<file path="src/rtl/cordic_hyp_iter_engine.sv">
// cordic_hyp_iter_engine
// Iterative hyperbolic CORDIC engine, signed Q2.14 by default. One micro-rotation
// is performed per clock. The atanh(2^-i) constants live in an external table
// that is addressed through angle_idx and answers combinationally on angle_in.
// The shift sequence is 1,2,3,4,4,5,...,ITERATIONS. Index 4 is repeated so that
// the hyperbolic iteration converges.
// Compile option: CORDIC_HYP_GAIN_COMP_EN inserts a GAIN state after RUN. That
// state scales x and y by 1/K_h, which adds one cycle of latency.
module cordic_hyp_iter_engine #(
    parameter int FIXED_WIDTH = 16,
    parameter int ITERATIONS  = 9
) (
    input  logic                          clk,
    input  logic                          rst,
    input  logic                          start,
    input  logic                          mode,
    input  logic [FIXED_WIDTH-1:0]        x_in,
    input  logic [FIXED_WIDTH-1:0]        y_in,
    input  logic [FIXED_WIDTH-1:0]        z_in,
    output logic [$clog2(ITERATIONS)-1:0] angle_idx,
    input  logic [FIXED_WIDTH-1:0]        angle_in,
    output logic                          busy,
    output logic                          done,
    output logic [FIXED_WIDTH-1:0]        x_out,
    output logic [FIXED_WIDTH-1:0]        y_out,
    output logic [FIXED_WIDTH-1:0]        z_out
);

    localparam int IDX_W  = $clog2(ITERATIONS);
    localparam int STEP_W = $clog2(ITERATIONS + 1);
    localparam logic [STEP_W-1:0] LAST_STEP = STEP_W'(ITERATIONS);

`ifdef CORDIC_HYP_GAIN_COMP_EN
    // Fraction bits of the Q2.x format, and the matching 1/K_h constant (19784 in Q2.14).
    localparam int FRAC_W = FIXED_WIDTH - 2;
    localparam int PROD_W = 2 * FIXED_WIDTH + 2;
    localparam logic signed [PROD_W-1:0] GAIN_RECIP = PROD_W'(32'sd19784);
    localparam logic signed [PROD_W-1:0] ROUND_HALF = PROD_W'(64'sd1) <<< (FRAC_W - 1);

    typedef enum logic [1:0] {
        ST_IDLE = 2'd0,
        ST_RUN  = 2'd1,
        ST_GAIN = 2'd2
    } state_t;
`else
    typedef enum logic [1:0] {
        ST_IDLE = 2'd0,
        ST_RUN  = 2'd1
    } state_t;
`endif

    state_t state_q, state_d;

    logic [STEP_W-1:0]             step_q, step_d;
    logic                          mode_q, mode_d;
    logic signed [FIXED_WIDTH-1:0] x_q, x_d;
    logic signed [FIXED_WIDTH-1:0] y_q, y_d;
    logic signed [FIXED_WIDTH-1:0] z_q, z_d;
    logic [IDX_W-1:0]              angle_idx_q, angle_idx_d;
    logic                          busy_q, busy_d;
    logic                          done_q, done_d;
    logic [FIXED_WIDTH-1:0]        x_out_q, x_out_d;
    logic [FIXED_WIDTH-1:0]        y_out_q, y_out_d;
    logic [FIXED_WIDTH-1:0]        z_out_q, z_out_d;

    // Micro-rotation datapath signals
    logic signed [FIXED_WIDTH-1:0] x_sh_s;
    logic signed [FIXED_WIDTH-1:0] y_sh_s;
    logic signed [FIXED_WIDTH-1:0] ang_s;
    logic                          dir_pos_s;
    logic signed [FIXED_WIDTH-1:0] x_step_s;
    logic signed [FIXED_WIDTH-1:0] y_step_s;
    logic signed [FIXED_WIDTH-1:0] z_step_s;

    // Maps a step number to its shift index. Steps 0..3 use shifts 1..4. From
    // step 4 onward the shift equals the step number, which repeats shift 4.
    function automatic logic [IDX_W-1:0] shift_of(input logic [STEP_W-1:0] s);
        logic [IDX_W-1:0] r;
        if (s < STEP_W'(32'd4)) begin
            r = IDX_W'(s) + IDX_W'(32'd1);
        end else begin
            r = IDX_W'(s);
        end
        return r;
    endfunction

`ifdef CORDIC_HYP_GAIN_COMP_EN
    // Multiplies by 1/K_h, rounds to nearest (half up), and wraps to the data width.
    function automatic logic [FIXED_WIDTH-1:0] gain_scale(input logic signed [FIXED_WIDTH-1:0] v);
        logic signed [PROD_W-1:0] prod;
        prod = PROD_W'(v) * GAIN_RECIP + ROUND_HALF;
        return FIXED_WIDTH'(prod >>> FRAC_W);
    endfunction
`endif

    // State and datapath registers; asynchronous reset clears everything.
    always_ff @(posedge clk or posedge rst) begin
        if (rst) begin
            state_q     <= ST_IDLE;
            step_q      <= '0;
            mode_q      <= 1'b0;
            x_q         <= '0;
            y_q         <= '0;
            z_q         <= '0;
            angle_idx_q <= '0;
            busy_q      <= 1'b0;
            done_q      <= 1'b0;
            x_out_q     <= '0;
            y_out_q     <= '0;
            z_out_q     <= '0;
        end else begin
            state_q     <= state_d;
            step_q      <= step_d;
            mode_q      <= mode_d;
            x_q         <= x_d;
            y_q         <= y_d;
            z_q         <= z_d;
            angle_idx_q <= angle_idx_d;
            busy_q      <= busy_d;
            done_q      <= done_d;
            x_out_q     <= x_out_d;
            y_out_q     <= y_out_d;
            z_out_q     <= z_out_d;
        end
    end

    // One hyperbolic micro-rotation, using the current shift and the returned table angle.
    always_comb begin
        x_sh_s = x_q >>> angle_idx_q;
        y_sh_s = y_q >>> angle_idx_q;
        ang_s  = $signed(angle_in);
        if (mode_q) begin
            dir_pos_s = y_q[FIXED_WIDTH-1];
        end else begin
            dir_pos_s = ~z_q[FIXED_WIDTH-1];
        end
        if (dir_pos_s) begin
            x_step_s = x_q + y_sh_s;
            y_step_s = y_q + x_sh_s;
            z_step_s = z_q - ang_s;
        end else begin
            x_step_s = x_q - y_sh_s;
            y_step_s = y_q - x_sh_s;
            z_step_s = z_q + ang_s;
        end
    end

    // Next-state logic: IDLE -> RUN for ITERATIONS+1 steps -> (GAIN) -> IDLE.
    always_comb begin
        state_d = state_q;
        case (state_q)
            ST_IDLE: begin
                if (start) begin
                    state_d = ST_RUN;
                end else begin
                    state_d = ST_IDLE;
                end
            end
            ST_RUN: begin
                if (step_q == LAST_STEP) begin
`ifdef CORDIC_HYP_GAIN_COMP_EN
                    state_d = ST_GAIN;
`else
                    state_d = ST_IDLE;
`endif
                end else begin
                    state_d = ST_RUN;
                end
            end
`ifdef CORDIC_HYP_GAIN_COMP_EN
            ST_GAIN: begin
                state_d = ST_IDLE;
            end
`endif
            default: begin
                state_d = ST_IDLE;
            end
        endcase
    end

    // Output and datapath next values. The result registers hold until the next completion.
    always_comb begin
        step_d  = step_q;
        mode_d  = mode_q;
        x_d     = x_q;
        y_d     = y_q;
        z_d     = z_q;
        done_d  = 1'b0;
        x_out_d = x_out_q;
        y_out_d = y_out_q;
        z_out_d = z_out_q;
        case (state_q)
            ST_IDLE: begin
                if (start) begin
                    mode_d = mode;
                    x_d    = $signed(x_in);
                    y_d    = $signed(y_in);
                    z_d    = $signed(z_in);
                    step_d = '0;
                end else begin
                    step_d = '0;
                end
            end
            ST_RUN: begin
                x_d = x_step_s;
                y_d = y_step_s;
                z_d = z_step_s;
                if (step_q == LAST_STEP) begin
                    step_d = '0;
`ifndef CORDIC_HYP_GAIN_COMP_EN
                    x_out_d = x_step_s;
                    y_out_d = y_step_s;
                    z_out_d = z_step_s;
                    done_d  = 1'b1;
`endif
                end else begin
                    step_d = step_q + STEP_W'(32'd1);
                end
            end
`ifdef CORDIC_HYP_GAIN_COMP_EN
            ST_GAIN: begin
                x_out_d = gain_scale(x_q);
                y_out_d = gain_scale(y_q);
                z_out_d = z_q;
                done_d  = 1'b1;
            end
`endif
            default: begin
                step_d = '0;
            end
        endcase
        busy_d = (state_d != ST_IDLE);
        if (state_d == ST_RUN) begin
            angle_idx_d = shift_of(step_d);
        end else begin
            angle_idx_d = '0;
        end
    end

    assign angle_idx = angle_idx_q;
    assign busy      = busy_q;
    assign done      = done_q;
    assign x_out     = x_out_q;
    assign y_out     = y_out_q;
    assign z_out     = z_out_q;

endmodule

</file>
<file path="config.mk">
export PLATFORM = sky130hd
export DESIGN_NAME = cordic_hyp_iter_engine
export DESIGN_NICKNAME = d
export VERILOG_FILES = /design/src/rtl/cordic_hyp_iter_engine.sv
export SDC_FILE = /design/constraint.sdc
export NUM_CORES = 1
export LEC_CHECK = 0
export CAP_MARGIN = 15
export CELL_PAD_IN_SITES_DETAIL_PLACEMENT = 1
export CELL_PAD_IN_SITES_GLOBAL_PLACEMENT = 2
export CORE_MARGIN = 5
export CORE_UTILIZATION = 37
export DETAILED_ROUTE_END_ITERATION = 16
export GPL_TIMING_DRIVEN = 0
export MAX_ROUTING_LAYER = met4
export PLACE_DENSITY_LB_ADDON = 0.1
export SYNTH_ARGS = -nofsm -noshare
export SYNTH_HDL_FRONTEND = slang
export SYNTH_SLANG_ARGS = --single-unit
</file>
<file path="constraint.sdc">
create_clock -name clk -period 12.29 [get_ports clk]
set_clock_uncertainty 0.05 [all_clocks]
set_input_delay 1.229 -clock clk [delete_from_list [all_inputs] [get_ports clk]]
set_output_delay 1.229 -clock clk [all_outputs]
set_load 0.005 [all_outputs]
</file>
==> results.tsv, run 1 <==
metric	value	unit
outcome	completed	
largest net degree at the start of global routing	76	
H-Tree Depth	3	
Area growth syn-to-layout	22.25	%
clock root buffer	clkbuf_16	
WHS Endpoint	y_out[12]	
nets@finish	1242	
post-route minimum period	5.825	ns
Final Max Slew Viols	0	
Synth Area in Compound Gates	19.70	%
Critical Path Source	y_q[15]	
Peak Freq	171.7	MHz
max-cap violation count	0	
Mapped Area	8670	sq um
critical path type	flip-flop to flip-flop	
Synth area leader	dfrtp_1	
setup tns final	0	ns
Die Y	163.1	um
sequential area share after synthesis	30.88	%
CP Launch Type	flip-flop	
most frequent cell after synthesis	nand2_1	
I/O Buffers	120	
RR Endpoint	x_out[14]	
DRT iter0 DRCs	508	
hold crit path type	flip-flop to flip-flop	
Synth Area in Adders	8.919	%
worst slew pin tran	1.115	ns
grt ovf	0	
Syn Area/Cell	8.828	sq um
first-pass GRT wire length	49590	um
number of global-route vias before repair	8372	
final hold viol count	0	
leading cell types by count after synthesis	nand2_1, dfrtp_1, a21oi_1, o21ai_0, nor2_1	
metal2 WL	14540	um
Syn. warnings	0	
Critical Path RT	12.46	ns
initial core utilization	37.27	%
count of flip-flops with a built-in enable after synthesis	0	
Synth Flop Type	dfrtp_1	
asr flop ratio synth	100.0	%
largest family of logic cells by synthesized area	compound AO/OA/AOI/OAI gates	
Cell variety after synth	63	
GPL Wtd Cong	0.9436	
Clock Latency Late Sink	0.37	ns
xor and xnor area share after synthesis	8.688	%
final setup violating endpoints	0	
clock slew at reported path FFs	0.09	ns
reg2reg start	y_q[15]	
CTS tree	built	
Synth Register Bits	107	
simple-gate share of the synthesized area	15.64	%
CP arrival	6.00	ns
Reg2Reg Depth	17	
Die X	163.1	um
Total Routing Usage GR	25.02	%
Top Metal Used	met4	
standard-cell row count	56	
drt via density	5.631	
clock sinks	107	
die area	26590	sq um
antenna violations before repair	1	
Max Root-Sink Buffers	2	
kind of end point of the critical path	flip-flop	
worst-path fanout max	10	
largest cells by area after synthesis	dfrtp_1, ha_1, mux4_2	
mux share of post-synthesis cell area	12.50	%
CTS Hold Bufs	0	
flop2flop setup slack	6.46	ns
Vias	8097	
WL met1	15390	um
Resize count post-CTS	0	
final wirelength	32240	um
met3 WL post-DR	1506	um
Synth top area share	30.88	%
Hold Path Depth	2	
Pre-Repair DR Iteration Count	5	
DRT antenna net count	0	
HPWL after DPL	24980	um
syn_nets	1110	
total CTS buffers	9	
WL/cell	22.42	um
DRC viols	0	
Mapped Cells	982	
layout cells sized above 1	6.256	%
period utilization	47.40	%
Post-CTS Setup Bufs	0	
Ports	122	
Inserted Diodes	0	
max_slew headroom	23.57	%
RSZ-0062 raised after global routing	no	
Core Area	23260	sq um
Hold Crit Start	y_out[12]	
## layout by cell type (no fill, tap or decap), drive strengths merged, types with 3 or more instances in the layout
| cell | synthesis | layout |
|---|---|---|
| nand2 | 138 | 138 |
| clkdlybuf4s50 | 0 | 120 |
| dfrtp | 107 | 107 |
| o21ai | 79 | 79 |
| a21oi | 77 | 77 |
| nor2 | 72 | 72 |
| ha | 57 | 57 |
| clkbuf | 37 | 46 |
| xnor2 | 44 | 44 |
| xor2 | 42 | 42 |
| nor2b | 37 | 37 |
| a211oi | 36 | 36 |
| mux2i | 31 | 31 |
| mux4 | 29 | 29 |
| inv | 25 | 28 |
| nor3 | 19 | 19 |
| buf | 17 | 18 |
| a21o | 14 | 14 |
| a31oi | 14 | 14 |
| nand2b | 10 | 10 |
| mux2 | 10 | 10 |
| nand3 | 8 | 8 |
| a22oi | 6 | 6 |
| o21bai | 5 | 5 |
| o21a | 5 | 5 |
| or3 | 5 | 5 |
| a211o | 4 | 4 |
| or2 | 4 | 4 |
| o211ai | 4 | 4 |
| nand4 | 3 | 3 |
| o221ai | 3 | 3 |
| a41oi | 3 | 3 |
| fa | 3 | 3 |
| clkinv | 1 | 3 |
## flip-flops by register name (all words and copies together), names as in the netlist
register,cells
x_out,16
x_q,16
y_out,16
y_q,16
z_out,16
z_q,16
angle_idx,4
step_q,4
busy,1
done,1
mode_q,1
## per-layer routing
| layer | track usage [%] | vias to the layer above |
|---|---|---|
| met4 | 6.634 | 0 |
| met3 | 3.280 | 55 |
| met2 | 38.53 | 252 |
| met5 | - | - |
| met1 | 35.02 | 4004 |
| li1 | - | 3786 |
## worst max-delay path, stage by stage (launching register included)
cell and delay [ns]:
dfrtp_1 0.46, clkbuf_1 0.43, inv_1 0.25, mux2i_1 0.49
clkbuf_1 0.58, buf_1 0.79, nor2_1 0.11, xnor2_1 0.17
ha_1 0.34, a21o_1 0.20, a21oi_1 0.31, o21ai_0 0.23
nand4_1 0.15, a21boi_0 0.13, o41a_1 0.37, a31oi_1 0.22
xor2_1 0.25, o21ai_0 0.13
## layout make-up
class | count | area (sq um)
clock buffers | 9 | 225.2
fillers | 2741 | 12660
flip-flops and latches | 107 | 2678
well taps | 319 | 399.1
clock inverters | 7 | 71.32
inverters | 26 | 102.6
plain buffers | 54 | 220.2
multi-input cells | 795 | 5674
repair buffers | 121 | 1229
## per-stage QoR
| step | cell area, sq um | std cells | hold WS, ns | setup WS [ns] | utilization [%] |
|---|---|---|---|---|---|
| 6_report | 10600 | 1438 | 0.4304 | 6.465 | 45.56 |
| 5_1_grt | 10600 | 1438 | 0.4633 | 6.099 | 45.56 |
| 4_1_cts | 10600 | 1438 | 0.4359 | 6.552 | 45.56 |
| 3_5_place_dp | 10300 | 1422 | 0.4143 | 6.614 | 44.29 |
| 3_3_place_gp | 10270 | 1421 | 0.4096 | 6.222 | 44.15 |
| 2_1_floorplan | 8670 | 982 | 0.4198 | 7.819 | - |
## worst max path at each step
stage                      to  cells past startpoint
floorplan           x_out[14]                     18
CTS                 x_out[14]                     17
global placement    x_out[10]                      2
finish              x_out[14]                     17
global route        x_out[14]                     18
detailed placement  x_out[14]                     18
## cell families after synthesis
| kind of cell | after synthesis |
|---|---|
| AO/OA/AOI/OAI | 275 |
| XOR/XNOR | 86 |
| adder cells (fa/ha/maj) | 60 |
| buffers and inverters | 80 |
| flip-flops | 107 |
| multiplexers | 70 |
| AND/OR/NAND/NOR | 304 |
Power of run 1 is not shown: default switching activity piles up to over one toggle a cycle in this logic, so the estimate is an artifact.
==> inputs of run 2 (changes only) <==
--- a/config.mk
+++ b/config.mk
@@ -9,7 +9,7 @@
 export CELL_PAD_IN_SITES_DETAIL_PLACEMENT = 1
 export CELL_PAD_IN_SITES_GLOBAL_PLACEMENT = 2
 export CORE_MARGIN = 5
-export CORE_UTILIZATION = 37
+export CORE_UTILIZATION = 31
 export DETAILED_ROUTE_END_ITERATION = 16
 export GPL_TIMING_DRIVEN = 0
 export MAX_ROUTING_LAYER = met4
==> constraint.sdc (replaced) <==
create_clock -name clk -period 4.85 [get_ports clk]
set_clock_uncertainty 0.05 [all_clocks]
set_input_delay 0.485 -clock clk [delete_from_list [all_inputs] [get_ports clk]]
set_output_delay 0.485 -clock clk [all_outputs]
set_load 0.005 [all_outputs]
==> results.tsv, run 2 (synthesis gave the netlist of run 1 again) <==
metric	value	unit	change
clock slew at reported path FFs	0.09	ns	about the same
Die X	177.2	um	was 163.1 um
Design Area, Final	10970	sq um	was 10600 sq um
fillers	3219		was 2741
most frequent cells in the layout	nand2_1, clkdlybuf4s50_1, dfrtp_1		unchanged
kind of end point of the critical path	flip-flop		unchanged
standard-cell row count	61		was 56
number of global-route vias before repair	8582		was 8372
initial core utilization	31.29	%	was 37.27%
commonest non-fill, non-tap cell in the layout	nand2_1		unchanged
WL/cell	22.44	um	was 22.42 um
total CTS buffers	9		unchanged
crit-path max cell delay	0.53	ns	was 0.79 ns
Multi-input gate area	5824	sq um	was 5674 sq um
Inserted Diodes	0		unchanged
antenna violations before repair	0		was 1
DRT iter0 DRCs	478		was 508
final hold viol count	0		unchanged
grt ovf	0		unchanged
Pre-Repair DR Iteration Count	5		unchanged
max_slew headroom	33.97	%	was 23.57%
Clock Latency Late Sink	0.38	ns	was 0.37 ns
I/O Buffers	120		unchanged
hold crit path type	primary input to asynchronous set/reset pin		was flip-flop to flip-flop
largest net degree at the start of global routing	72		was 76
max-cap violation count	0		unchanged
Top Metal Used	met4		unchanged
Area growth syn-to-layout	26.58	%	was 22.25%
post-route minimum period	4.667	ns	was 5.825 ns
Crit path max-delay family	multiplexers		was buffers and inverters
Final Max Slew Viols	0		unchanged
critical path cell sequence	buf_12 -> buf_6 -> mux4_2 -> mux4_2 -> inv_1 -> nand2_1 -> nor2_4 -> nand2_1 -> o21ai_2 -> a31oi_1 -> xor2_1 -> ha_1 -> a21o_1 -> or3_1 -> a211o_1 -> o211ai_1 -> buf_4 -> xor2_1 -> a21oi_1		was clkbuf_1 -> inv_1 -> mux2i_1 -> clkbuf_1 -> buf_1 -> nor2_1 -> xnor2_1 -> ha_1 -> a21o_1 -> a21oi_1 -> o21ai_0 -> nand4_1 -> a21boi_0 -> o41a_1 -> a31oi_1 -> xor2_1 -> o21ai_0
DRT antenna net count	0		unchanged
flop2flop setup slack	0.18	ns	was 6.46 ns
WL met1	16210	um	was 15390 um
Cell Area, Placed	10380	sq um	was 10300 sq um
hold slack	0.4285	ns	was 0.4304 ns
Worst Setup Slack, final	0.1832	ns	was 6.465 ns
Total Routing Usage GR	22.41	%	was 25.02%
period utilization	96.22	%	was 47.40%
Ports	122		unchanged
final setup violating endpoints	0		unchanged
layout cells sized above 1	10.63	%	was 6.256%
RR Endpoint	y_q[13]		was x_out[14]
HPWL after DPL	26100	um	was 24980 um
DRC viols	0		unchanged
worst slack, placed	-0.8858	ns	was 6.614 ns
CP arrival	4.84	ns	was 6.00 ns
nets@finish	1252		was 1242
worst slew pin tran	0.9904	ns	was 1.115 ns
worst-path fanout max	10		unchanged
Peak Freq	214.3	MHz	was 171.7 MHz
first-pass GRT wire length	52330	um	was 49590 um
metal2 WL	15760	um	was 14540 um
Max Root-Sink Buffers	2		unchanged
drt via density	5.405		was 5.631
CP Launch Type	flip-flop		unchanged
outcome	completed		unchanged
clock root buffer	clkbuf_16		unchanged
H-Tree Depth	3		unchanged
Die Y	177.2	um	was 163.1 um
GPL Wtd Cong	0.9235		was 0.9436
worst path buffer plus inverter count	4		unchanged
critical path type	flip-flop to flip-flop		unchanged
reg2reg start	angle_idx[0]		was y_q[15]
met3 WL post-DR	1263	um	was 1506 um
Final Util	39.61	%	was 45.56%
Vias	8145		was 8097
Reg2Reg Depth	19		was 17
Critical Path RT	5.02	ns	was 12.46 ns
CTS tree	built		unchanged
area occupied by registers	2680	sq um	was 2678 sq um
die area	31410	sq um	was 26590 sq um
clock sinks	107		unchanged
Core Area	27710	sq um	was 23260 sq um
final wirelength	33820	um	was 32240 um
CP max stage cell	mux4_2		was buf_1
[run 2: cell types whose count changed in the layout (fill, tap and decap cells not counted), sizes merged]
cell      change
buf          +10
clkinv        +1
clkinvlp      -2
inv           +1
[run 2: cell type report]
type | count | share of cell area, %
Sequential cell | 107 | 24.42
Inverter | 26 | 0.9349
Multi-Input combinational cell | 795 | 53.07
Tap cell | 378 | 4.310
Buffer | 53 | 2.451
Clock inverter | 7 | 0.8095
Timing Repair Buffer | 132 | 11.95
Clock buffer | 9 | 2.052
[run 2: worst max-delay path by stage]
| stage | startpoint | to | slack, ns | cells after the start |
|---|---|---|---|---|
| after floorplan | angle_idx[1] | x_out[14] | 0.38 | 18 |
| after global placement | y_q[15] | y_q[15] | -0.90 | 17 |
| after detailed placement | y_q[15] | y_q[15] | -0.89 | 17 |
| after CTS | y_q[15] | x_q[15] | 0.01 | 17 |
| after global routing | angle_idx[1] | x_out[14] | -0.05 | 18 |
| final | angle_idx[0] | y_q[13] | 0.18 | 19 |
[run 2: metrics by stage]
step / instances / setup TNS [ns]
after floorplan: 982 / 0
after global placement: 1480 / -83.08
after detailed placement: 1481 / -23.94
after CTS: 1501 / 0
after global routing: 1507 / -0.1089
final: 1507 / 0
[run 2: layer usage]
| layer | GRT usage (%) | vias to the layer above |
|---|---|---|
| met3 | 2.628 | 35 |
| met5 | - | - |
| met4 | 4.707 | 0 |
| met1 | 31.15 | 4102 |
| li1 | - | 3811 |
| met2 | 35.52 | 197 |
[run 2: what timing repair did]
item	CTS	global route
setup endpoints to repair	58	32
gates cloned	0	0
hold buffers	0	0
pin swaps	5	7
endpoints found under the hold margin	0	0
buffers inserted	5	6
gates resized for setup	37	38
Power of run 2 is left out for the same reason.
==> inputs of run 3 (changes only) <==
--- a/config.mk
+++ b/config.mk
@@ -9,7 +9,7 @@
 export CELL_PAD_IN_SITES_DETAIL_PLACEMENT = 1
 export CELL_PAD_IN_SITES_GLOBAL_PLACEMENT = 2
 export CORE_MARGIN = 5
-export CORE_UTILIZATION = 31
+export CORE_UTILIZATION = 37
 export DETAILED_ROUTE_END_ITERATION = 16
 export GPL_TIMING_DRIVEN = 0
 export MAX_ROUTING_LAYER = met4
==> constraint.sdc (replaced) <==
create_clock -name clk -period 5.5 [get_ports clk]
set_clock_uncertainty 0.05 [all_clocks]
set_input_delay 1.1 -clock clk [delete_from_list [all_inputs] [get_ports clk]]
set_output_delay 1.1 -clock clk [all_outputs]
set_load 0.005 [all_outputs]
==> results.tsv, run 3 (synthesis gave the netlist of run 1 again) <==
metric	value	unit	change
outcome	completed		unchanged
CTS tree	built		unchanged
I/O Buffers	120		unchanged
Multi-input gate area	5699	sq um	was 5824 sq um
met1 Use GR	35.03	%	was 31.15%
antenna violations before repair	1		was 0
worst slew pin tran	0.9595	ns	was 0.9904 ns
CTS Hold Bufs	0		unchanged
Peak Freq	189.6	MHz	was 214.3 MHz
DRC viols	0		unchanged
clock root buffer	clkbuf_16		unchanged
grt met3 use	3.280	%	was 2.628%
H-Tree Depth	3		unchanged
Die X	163.1	um	was 177.2 um
hold crit path type	flip-flop to flip-flop		was primary input to asynchronous set/reset pin
HPWL after DPL	24980	um	was 26100 um
Core Area	23260	sq um	was 27710 sq um
Die Y	163.1	um	was 177.2 um
Crit path depth	19		unchanged
post-route minimum period	5.274	ns	was 4.667 ns
Pre-Repair DR Iteration Count	5		unchanged
CP max stage cell	fa_1		was mux4_2
Max Root-Sink Buffers	2		unchanged
fillers	2736		was 3219
crit-path max cell delay	0.51	ns	was 0.53 ns
clock slew at reported path FFs	0.09	ns	about the same
setup tns final	0	ns	unchanged
RR Endpoint	x_out[14]		was y_q[13]
final setup violating endpoints	0		unchanged
Inserted Diodes	0		unchanged
Final Max Slew Viols	0		unchanged
Reg2Reg Depth	19		unchanged
critical path cell sequence	clkbuf_4 -> clkbuf_4 -> clkbuf_4 -> mux4_2 -> a222oi_1 -> buf_4 -> ha_1 -> nand2_1 -> o21ai_0 -> fa_1 -> a21o_1 -> a21oi_1 -> o21ai_0 -> nand4_1 -> a21boi_0 -> o41a_1 -> a31oi_1 -> xor2_1 -> o21ai_0		was buf_12 -> buf_6 -> mux4_2 -> mux4_2 -> inv_1 -> nand2_1 -> nor2_4 -> nand2_1 -> o21ai_2 -> a31oi_1 -> xor2_1 -> ha_1 -> a21o_1 -> or3_1 -> a211o_1 -> o211ai_1 -> buf_4 -> xor2_1 -> a21oi_1
period utilization	95.90	%	was 96.22%
die area	26590	sq um	was 31410 sq um
GR peak layer	met2		unchanged
Vias	8099		was 8145
met2 GRT Util	38.55	%	was 35.52%
nets@finish	1243		was 1252
clock sinks	107		unchanged
worst setup path endpoint	x_out[14]		was y_q[13]
CP Launch Type	flip-flop		unchanged
final wirelength	32360	um	was 33820 um
worst-path fanout max	10		unchanged
DRT iter0 DRCs	510		was 478
final hold viol count	0		unchanged
Ports	122		unchanged
WL/cell	22.49	um	was 22.44 um
Critical Path RT	5.67	ns	was 5.02 ns
critical path type	flip-flop to flip-flop		unchanged
flop2flop setup slack	0.23	ns	was 0.18 ns
worst path buffer plus inverter count	4		unchanged
DRT antenna net count	0		unchanged
number of global-route vias before repair	8369		was 8582
max_slew headroom	36.03	%	was 33.97%
area occupied by registers	2679	sq um	was 2680 sq um
GPL Wtd Cong	0.9436		was 0.9235
initial core utilization	37.27	%	was 31.29%
first-pass GRT wire length	49610	um	was 52330 um
most frequent cells in the layout	nand2_1, clkdlybuf4s50_1, dfrtp_1		unchanged
standard-cell row count	56		was 61
Crit path max-delay family	compound AO/OA/AOI/OAI gates		was multiplexers
Critical Path Source	angle_idx[1]		was angle_idx[0]
Area growth syn-to-layout	23.01	%	was 26.58%
Total Routing Usage GR	25.03	%	was 22.41%
layout cells sized above 1	7.589	%	was 10.63%
total CTS buffers	9		unchanged
largest net degree at the start of global routing	76		was 72
commonest non-fill, non-tap cell in the layout	nand2_1		unchanged
grt ovf	0		unchanged
Clock Latency Late Sink	0.37	ns	was 0.38 ns
kind of end point of the critical path	flip-flop		unchanged
reg2reg start	angle_idx[1]		was angle_idx[0]
CP arrival	5.44	ns	was 4.84 ns
max-cap violation count	0		unchanged
drt via density	5.628		was 5.405
run 3: changes by cell type in the layout (fill, tap and decap cells not counted), sizes merged:
cell,change
clkinvlp,+2
buf,-15
clkbuf,+5
inv,-1
clkdlybuf4s15,+1
clkinv,-1
run 3: metrics by stage:
step | instances | instance area, sq um | utilization, % | worst slack (ns) | hold slack, ns
after CTS | 1438 | 10610 | 45.61 | 0.006156 | 0.4359
after floorplan | 982 | 8670 | - | 1.029 | 0.4198
after global placement | 1421 | 10270 | 44.15 | -0.4388 | 0.4096
final | 1439 | 10660 | 45.84 | 0.2257 | 0.4302
after detailed placement | 1422 | 10300 | 44.29 | -0.1765 | 0.4143
after global routing | 1439 | 10660 | 45.84 | -0.03069 | 0.4633
run 3: layer usage:
metal  vias up  routed length (um)  share of wire (%)
met4         0                 709                2.2
met1      4007               15430                 48
li1       3789                   -                  -
met3        52                1557                4.8
met2       251               14660                 45
met5         -                   0                  0
run 3: what timing repair did:
action,CTS,global route
resized for setup,5,19
setup buffers,0,2
setup endpoints to repair,10,20
pin swaps,0,1
run 3: worst reg2reg max path, stage by stage, from the launching register on:
cell	delay (ns)
dfrtp_1	0.44
clkbuf_4	0.28
clkbuf_4	0.27
clkbuf_4	0.27
mux4_2	0.34
a222oi_1	0.31
buf_4	0.19
ha_1	0.22
nand2_1	0.06
o21ai_0	0.18
fa_1	0.51
a21o_1	0.18
a21oi_1	0.31
o21ai_0	0.23
nand4_1	0.15
a21boi_0	0.13
o41a_1	0.38
a31oi_1	0.22
xor2_1	0.26
o21ai_0	0.14
run 3: how the worst min path moves through the flow:
stage / start / to / slack, ns / cells after the start
after detailed placement: y_out[12] / y_out[12] / 0.41 / 2
after global placement: y_out[12] / y_out[12] / 0.41 / 2
final: y_out[14] / y_out[14] / 0.43 / 2
after global routing: z_out[4] / z_out[4] / 0.46 / 2
after floorplan: x_out[0] / x_out[0] / 0.42 / 2
after CTS: y_out[12] / y_out[12] / 0.44 / 2
run 3: layout make-up:
cell class	instances	share of cell area (%)
Buffer	53	2.288
Timing Repair Buffer	123	11.66
Inverter	26	0.9621
Sequential cell	107	25.12
Tap cell	319	3.743
Clock inverter	7	0.6688
Multi-Input combinational cell	795	53.44
Clock buffer	9	2.112
Power of run 3 is left out for the same reason.
==> RTL change 1: new RTL, flow settings as in run 1 <==
Make the reset (`rst`) synchronous in one clocked block. Comments in the files are not updated.
--- a/src/rtl/cordic_hyp_iter_engine.sv
+++ b/src/rtl/cordic_hyp_iter_engine.sv
@@ -94,7 +94,7 @@
 `endif
 
     // State and datapath registers; asynchronous reset clears everything.
-    always_ff @(posedge clk or posedge rst) begin
+    always_ff @(posedge clk) begin
         if (rst) begin
             state_q     <= ST_IDLE;
             step_q      <= '0;
Function: differs if rst is asserted again (counterexample within 4 cycles, from zero or initial values and one cycle with rst high); with rst held inactive, the same outputs for 10 cycles.
==> RTL change 1 against run 1 <==
- maximum frequency is 8.7% higher
- routed wire length is 15% higher
- global-route usage is 1.8 points higher
- first-iteration DRC count is 28% higher
- setup slack better by 0.47 ns
- sequential cell count stayed put
- area after synthesis is 4.2% higher
- design area is 3.2% higher
- critical path depth is 1 higher
- sequential share of layout area is 5.7 points lower
Power is left out: it rests on default switching activity, and per cell area and clock period it moved more than threefold.
==> RTL change 1: results (changes against run 1) <==
Finish
The fill cell instance count of the final layout came to 2910 (+6.2%). The proportion of layout cells with a drive suffix above 1 came to 8.29% (+2.0 points).

Placed design
The estimated wirelength of the detail-placed design is 29600 um (+18%). The worst slack after detailed placement is 6.65 ns (+0.0326 ns). The final weighted congestion in routability-driven placement is 0.960 (+1.7%).

GRT
The initial antenna violation count came to 0 (-1). The global-route wire length before repair is 56700 um (+14%). The largest net degree at the start of global routing is 20 (-74%). The aggregate global-route resource usage is 26.9% (+1.8 points). The number of global-route vias before repair was 9299 (+11%).

Synth
By count the netlist is led by sky130_fd_sc_hd__nor2_1 (117), sky130_fd_sc_hd__dfxtp_1 (107), sky130_fd_sc_hd__a211oi_1 (85), sky130_fd_sc_hd__a21oi_1 (85), sky130_fd_sc_hd__nand2_1 (79). The post-synthesis net count is 1222 (+10%). The post-synthesis cell type count is 72 (+14%). The mean area per synthesized cell was 8.26 um^2 (-6.5%). The part of the Yosys area used for sequential elements came to 23.7% (-7.2 points). The post-synthesis async set-or-reset flop share is 0% (-100 points). Ranked by total cell area, the synthesized netlist is headed by sky130_fd_sc_hd__dfxtp_1 (24%), sky130_fd_sc_hd__ha_1 (7.9%), sky130_fd_sc_hd__mux4_2 (7.7%), sky130_fd_sc_hd__a211oi_1 (7.1%), sky130_fd_sc_hd__nor2_1 (4.9%). The most used flip-flop cell after synthesis is sky130_fd_sc_hd__dfxtp_1.

Route
The first-iteration detailed-routing DRC count is 652 (+28%). The via count normalized by instance count came to 5.81 (+3.2%). The post-detailed-route wirelength per cell is 23.8 um (+6.4%).

Worst setup path
The arrival time at the worst endpoint is 5.57 ns (-0.43 ns). The cell depth of the worst flop-to-flop path is 18 (+1). The startpoint identified for the worst register-to-register timing path is angle_idx[1].

The slowest stage of the critical path belongs to the cell sky130_fd_sc_hd__mux4_2. The peak per-stage delay on the critical path is 0.53 ns (-0.26 ns). The endpoint identified for the worst register-to-register timing path is y_q[15].

Outcome
The flow ran to the end, and the final reports show no timing, DRC or antenna violations.

Clocking
The insertion delay to the later sink of the worst-skew pair was 0.37 ns (about the same). The maximum number of buffers from clock root to sink is 2 (unchanged).

Worst hold path
The worst hold path terminates at z_out[1]. The origin of the worst min-delay path is z_out[1].

Timing
The minimum hold slack is 0.421 ns (-0.00893 ns). The relative max-transition margin is 43.3% (+20 points). The final worst setup slack is 6.93 ns (+0.466 ns).
RTL change 1: stage by stage:
step                      cells  instance area [um^2]
after detailed placement   1539                 10600
final                      1555                 10900
after global placement     1538                 10600
after floorplan            1094                  9030
after CTS                  1555                 10900
after global routing       1555                 10900
RTL change 1: cell type report:
type	instances	area share (%)
plain buffers	70	2.76
clock buffers	10	2.18
clock inverters	6	0.526
inverters	27	0.926
multi-input cells	890	59.3
flip-flops and latches	107	19.6
well taps	324	3.70
repair buffers	121	11.0
RTL change 1: cells by family (layout without fill, tap and decap cells):
family | Yosys count | in the layout | share of synthesized area [%]
and+or+nand+nor | 363 | 363 | 19.6
AOI/OAI and AO/OA | 318 | 318 | 23.6
DFF | 107 | 107 | 23.7
buffers and inverters | 97 | 234 | 4.46
xor gates and xnor gates | 80 | 80 | 7.84
muxes | 69 | 69 | 12.2
adders and majority gates | 60 | 60 | 8.56
RTL change 1: worst max path at each step:
stage | startpoint | endpoint | depth (start not counted)
3_5_place_dp | angle_in[3] | z_out[15] | 13
5_1_grt | angle_idx[1] | y_q[15] | 18
2_1_floorplan | angle_in[5] | z_out[15] | 12
4_1_cts | angle_idx[1] | y_q[15] | 18
3_3_place_gp | y_q[15] | z_out[15] | 13
6_report | angle_idx[1] | y_q[15] | 18
RTL change 1: worst max-delay path: cells and delay by family (launching register included):
kind	cells	cell delay [ns]
fa+ha+maj	2	0.43
mux	2	0.93
simple gates	2	0.39
xor+xnor	1	0.24
compound gates	8	2.02
flops	1	0.44
buf+inv	3	0.77
RTL change 1: per-layer routing:
layer  vias to the layer above  track usage (%)  wire, um
met4                         0             6.72       825
met5                         -                -         0
li1                       4273                -         -
met3                        53             2.64      1430
met2                       241             42.8     17100
met1                      4465             36.9     17700
==> RTL change 2: new RTL, flow settings as in run 1 <==
Made on the original files. Add a define of `CORDIC_HYP_GAIN_COMP_EN`.
--- a/src/rtl/cordic_hyp_iter_engine.sv
+++ b/src/rtl/cordic_hyp_iter_engine.sv
@@ -6,6 +6,8 @@
 // the hyperbolic iteration converges.
 // Compile option: CORDIC_HYP_GAIN_COMP_EN inserts a GAIN state after RUN. That
 // state scales x and y by 1/K_h, which adds one cycle of latency.
+`define CORDIC_HYP_GAIN_COMP_EN
+
 module cordic_hyp_iter_engine #(
     parameter int FIXED_WIDTH = 16,
     parameter int ITERATIONS  = 9
Formal check against the unedited RTL: no difference found for any inputs over 10 cycles, from zero or initial values and one cycle with rst high; that may be too few to reach the edited logic, so the function may still have changed.
==> RTL change 2 against run 1 <==
- routed wire length is 49% higher
- design area is 76% higher
- sequential cell count is 2 higher
- hold slack better by 0.031 ns
- maximum frequency is 13% lower
- setup slack worse by 0.89 ns
- area after synthesis is 89% higher
- count of clock-buffer cells in the layout is 1 higher
- synthesized cell count is 82% higher
- critical endpoint is now x_out[15]
- highest routed layer unchanged
Power is left out: the tool's default activity adds up to more than one toggle a clock period on the data nets, which glitch-free logic cannot reach.
==> RTL change 2: results (changes against run 1) <==
GRT
The initial antenna violation count is 3 (+2). The routing usage on met1 is 27.9% (-7.1 points). The global-route wire length before repair is 77600 um (+57%). The aggregate global-route resource usage was 20.9% (-4.2 points).

The number of global-route vias before repair is 13900 (+66%). The largest net degree at the start of global routing was 81 (+6.6%).

Finish
The net count reported at finish was 2347 (+89%). The area added between synthesis and finish is 14.0%. The final standard cell count with taps included and fillers excluded is 2519 (+75%). The multi-input logic cell count is 1357 (+71%). The proportion of layout cells with a drive suffix above 1 is 5.19% (-1.1 points). The number of antenna cells inserted was 2 (+2). The non-clock inverter total of the final layout was 265 (+920%). The final-layout clock buffer total is 10 (+1). The combined flip-flop and latch cell area is 0.00273 mm^2 (+1.9%).

The relative area of non-clock buffer cells in the final design is 7.91% (-5.8 points). The fill cell instance count of the final layout came to 5192 (+89%).

Placed design
The number of buffer cells added on primary ports was 121 (+0.83%). The estimated wirelength of the detail-placed design came to 39500 um (+58%). The worst slack after detailed placement came to 5.56 ns (-1.05 ns). The post-detailed-placement cell area is 0.0184 mm^2 (+78%).

Route
The met2 wirelength from detailed routing is 22900 um (+58%). The amount of wire on met3 after detailed routing is 1530 um (+1.7%). The total vias in the final route is 13000 (+61%). The routed metal-1 wire length is 23100 um (+50%).

Clocking
The insertion delay to the later sink of the worst-skew pair is 0.41 ns (+0.04 ns).

Synth
After synthesis, the most frequently instantiated cells are sky130_fd_sc_hd__inv_1 (264), sky130_fd_sc_hd__ha_1 (243), sky130_fd_sc_hd__nor2_1 (118), sky130_fd_sc_hd__fa_1 (116), sky130_fd_sc_hd__dfrtp_1 (109). The mean area per synthesized cell was 9.17 um^2 (+3.9%). The post-synthesis cell type count is 81 (+29%). By area the synthesized netlist is led by sky130_fd_sc_hd__ha_1 (19%), sky130_fd_sc_hd__dfrtp_1 (17%), sky130_fd_sc_hd__fa_1 (14%), sky130_fd_sc_hd__inv_1 (6.0%), sky130_fd_sc_hd__xnor2_1 (5.2%).

Outcome
The flow ran to the end, and the final reports show no timing, DRC or antenna violations.

Worst setup path
The top fanout value on the critical path came to 12 (+2). The arrival time at the worst endpoint was 6.96 ns (+0.96 ns). The start point of the critical path is x_q[10]. The worst register-to-register path begins at x_q[10].

Timing
The relative max-transition margin is 28.8% (+5.2 points).

Worst hold path
In this run the most critical hold path is launched from y_out[7].
## RTL change 2: kinds of logic (layout without fill, tap and decap cells)
group,count (synthesis),count (layout),synth area share [%]
AO/OA/AOI/OAI,328,328,12.7
multiplexers,142,142,11.1
XOR/XNOR,148,148,8.09
buffers and inverters,321,459,7.53
AND/OR/NAND/NOR,379,379,11.2
other,0,2,0
flip-flops,109,109,16.6
adder cells (fa/ha/maj),360,360,32.8
## RTL change 2: critical path, stage by stage (launching register included)
cell and delay (ns):
sky130_fd_sc_hd__dfrtp_1 0.76, sky130_fd_sc_hd__ha_1 0.38, sky130_fd_sc_hd__fa_1 0.48, sky130_fd_sc_hd__fa_1 0.49, sky130_fd_sc_hd__inv_1 0.05, sky130_fd_sc_hd__fa_1 0.52
sky130_fd_sc_hd__inv_1 0.04, sky130_fd_sc_hd__ha_1 0.24, sky130_fd_sc_hd__or2_1 0.28, sky130_fd_sc_hd__a211o_1 0.31, sky130_fd_sc_hd__and2_4 0.19, sky130_fd_sc_hd__xor2_1 0.13
sky130_fd_sc_hd__ha_1 0.21, sky130_fd_sc_hd__o21ai_0 0.13, sky130_fd_sc_hd__nor4_1 0.54, sky130_fd_sc_hd__o21ai_0 0.38, sky130_fd_sc_hd__or2_1 0.40, sky130_fd_sc_hd__a2111oi_0 0.48
sky130_fd_sc_hd__xor3_1 0.23, sky130_fd_sc_hd__o221ai_1 0.11, sky130_fd_sc_hd__a22o_1 0.19
## RTL change 2: path summary, 6_finish.rpt
check,cells after the start,slack [ns],to
worst max-delay path,20,5.57,x_out[15]
worst min-delay path,1,0.46,y_out[7]
worst max register to register,20,5.57,x_out[15]
worst min register to register,1,0.46,y_out[7]
max in group asynchronous,3,10.30,y_q[9]
min in group asynchronous,2,1.14,x_out[0]
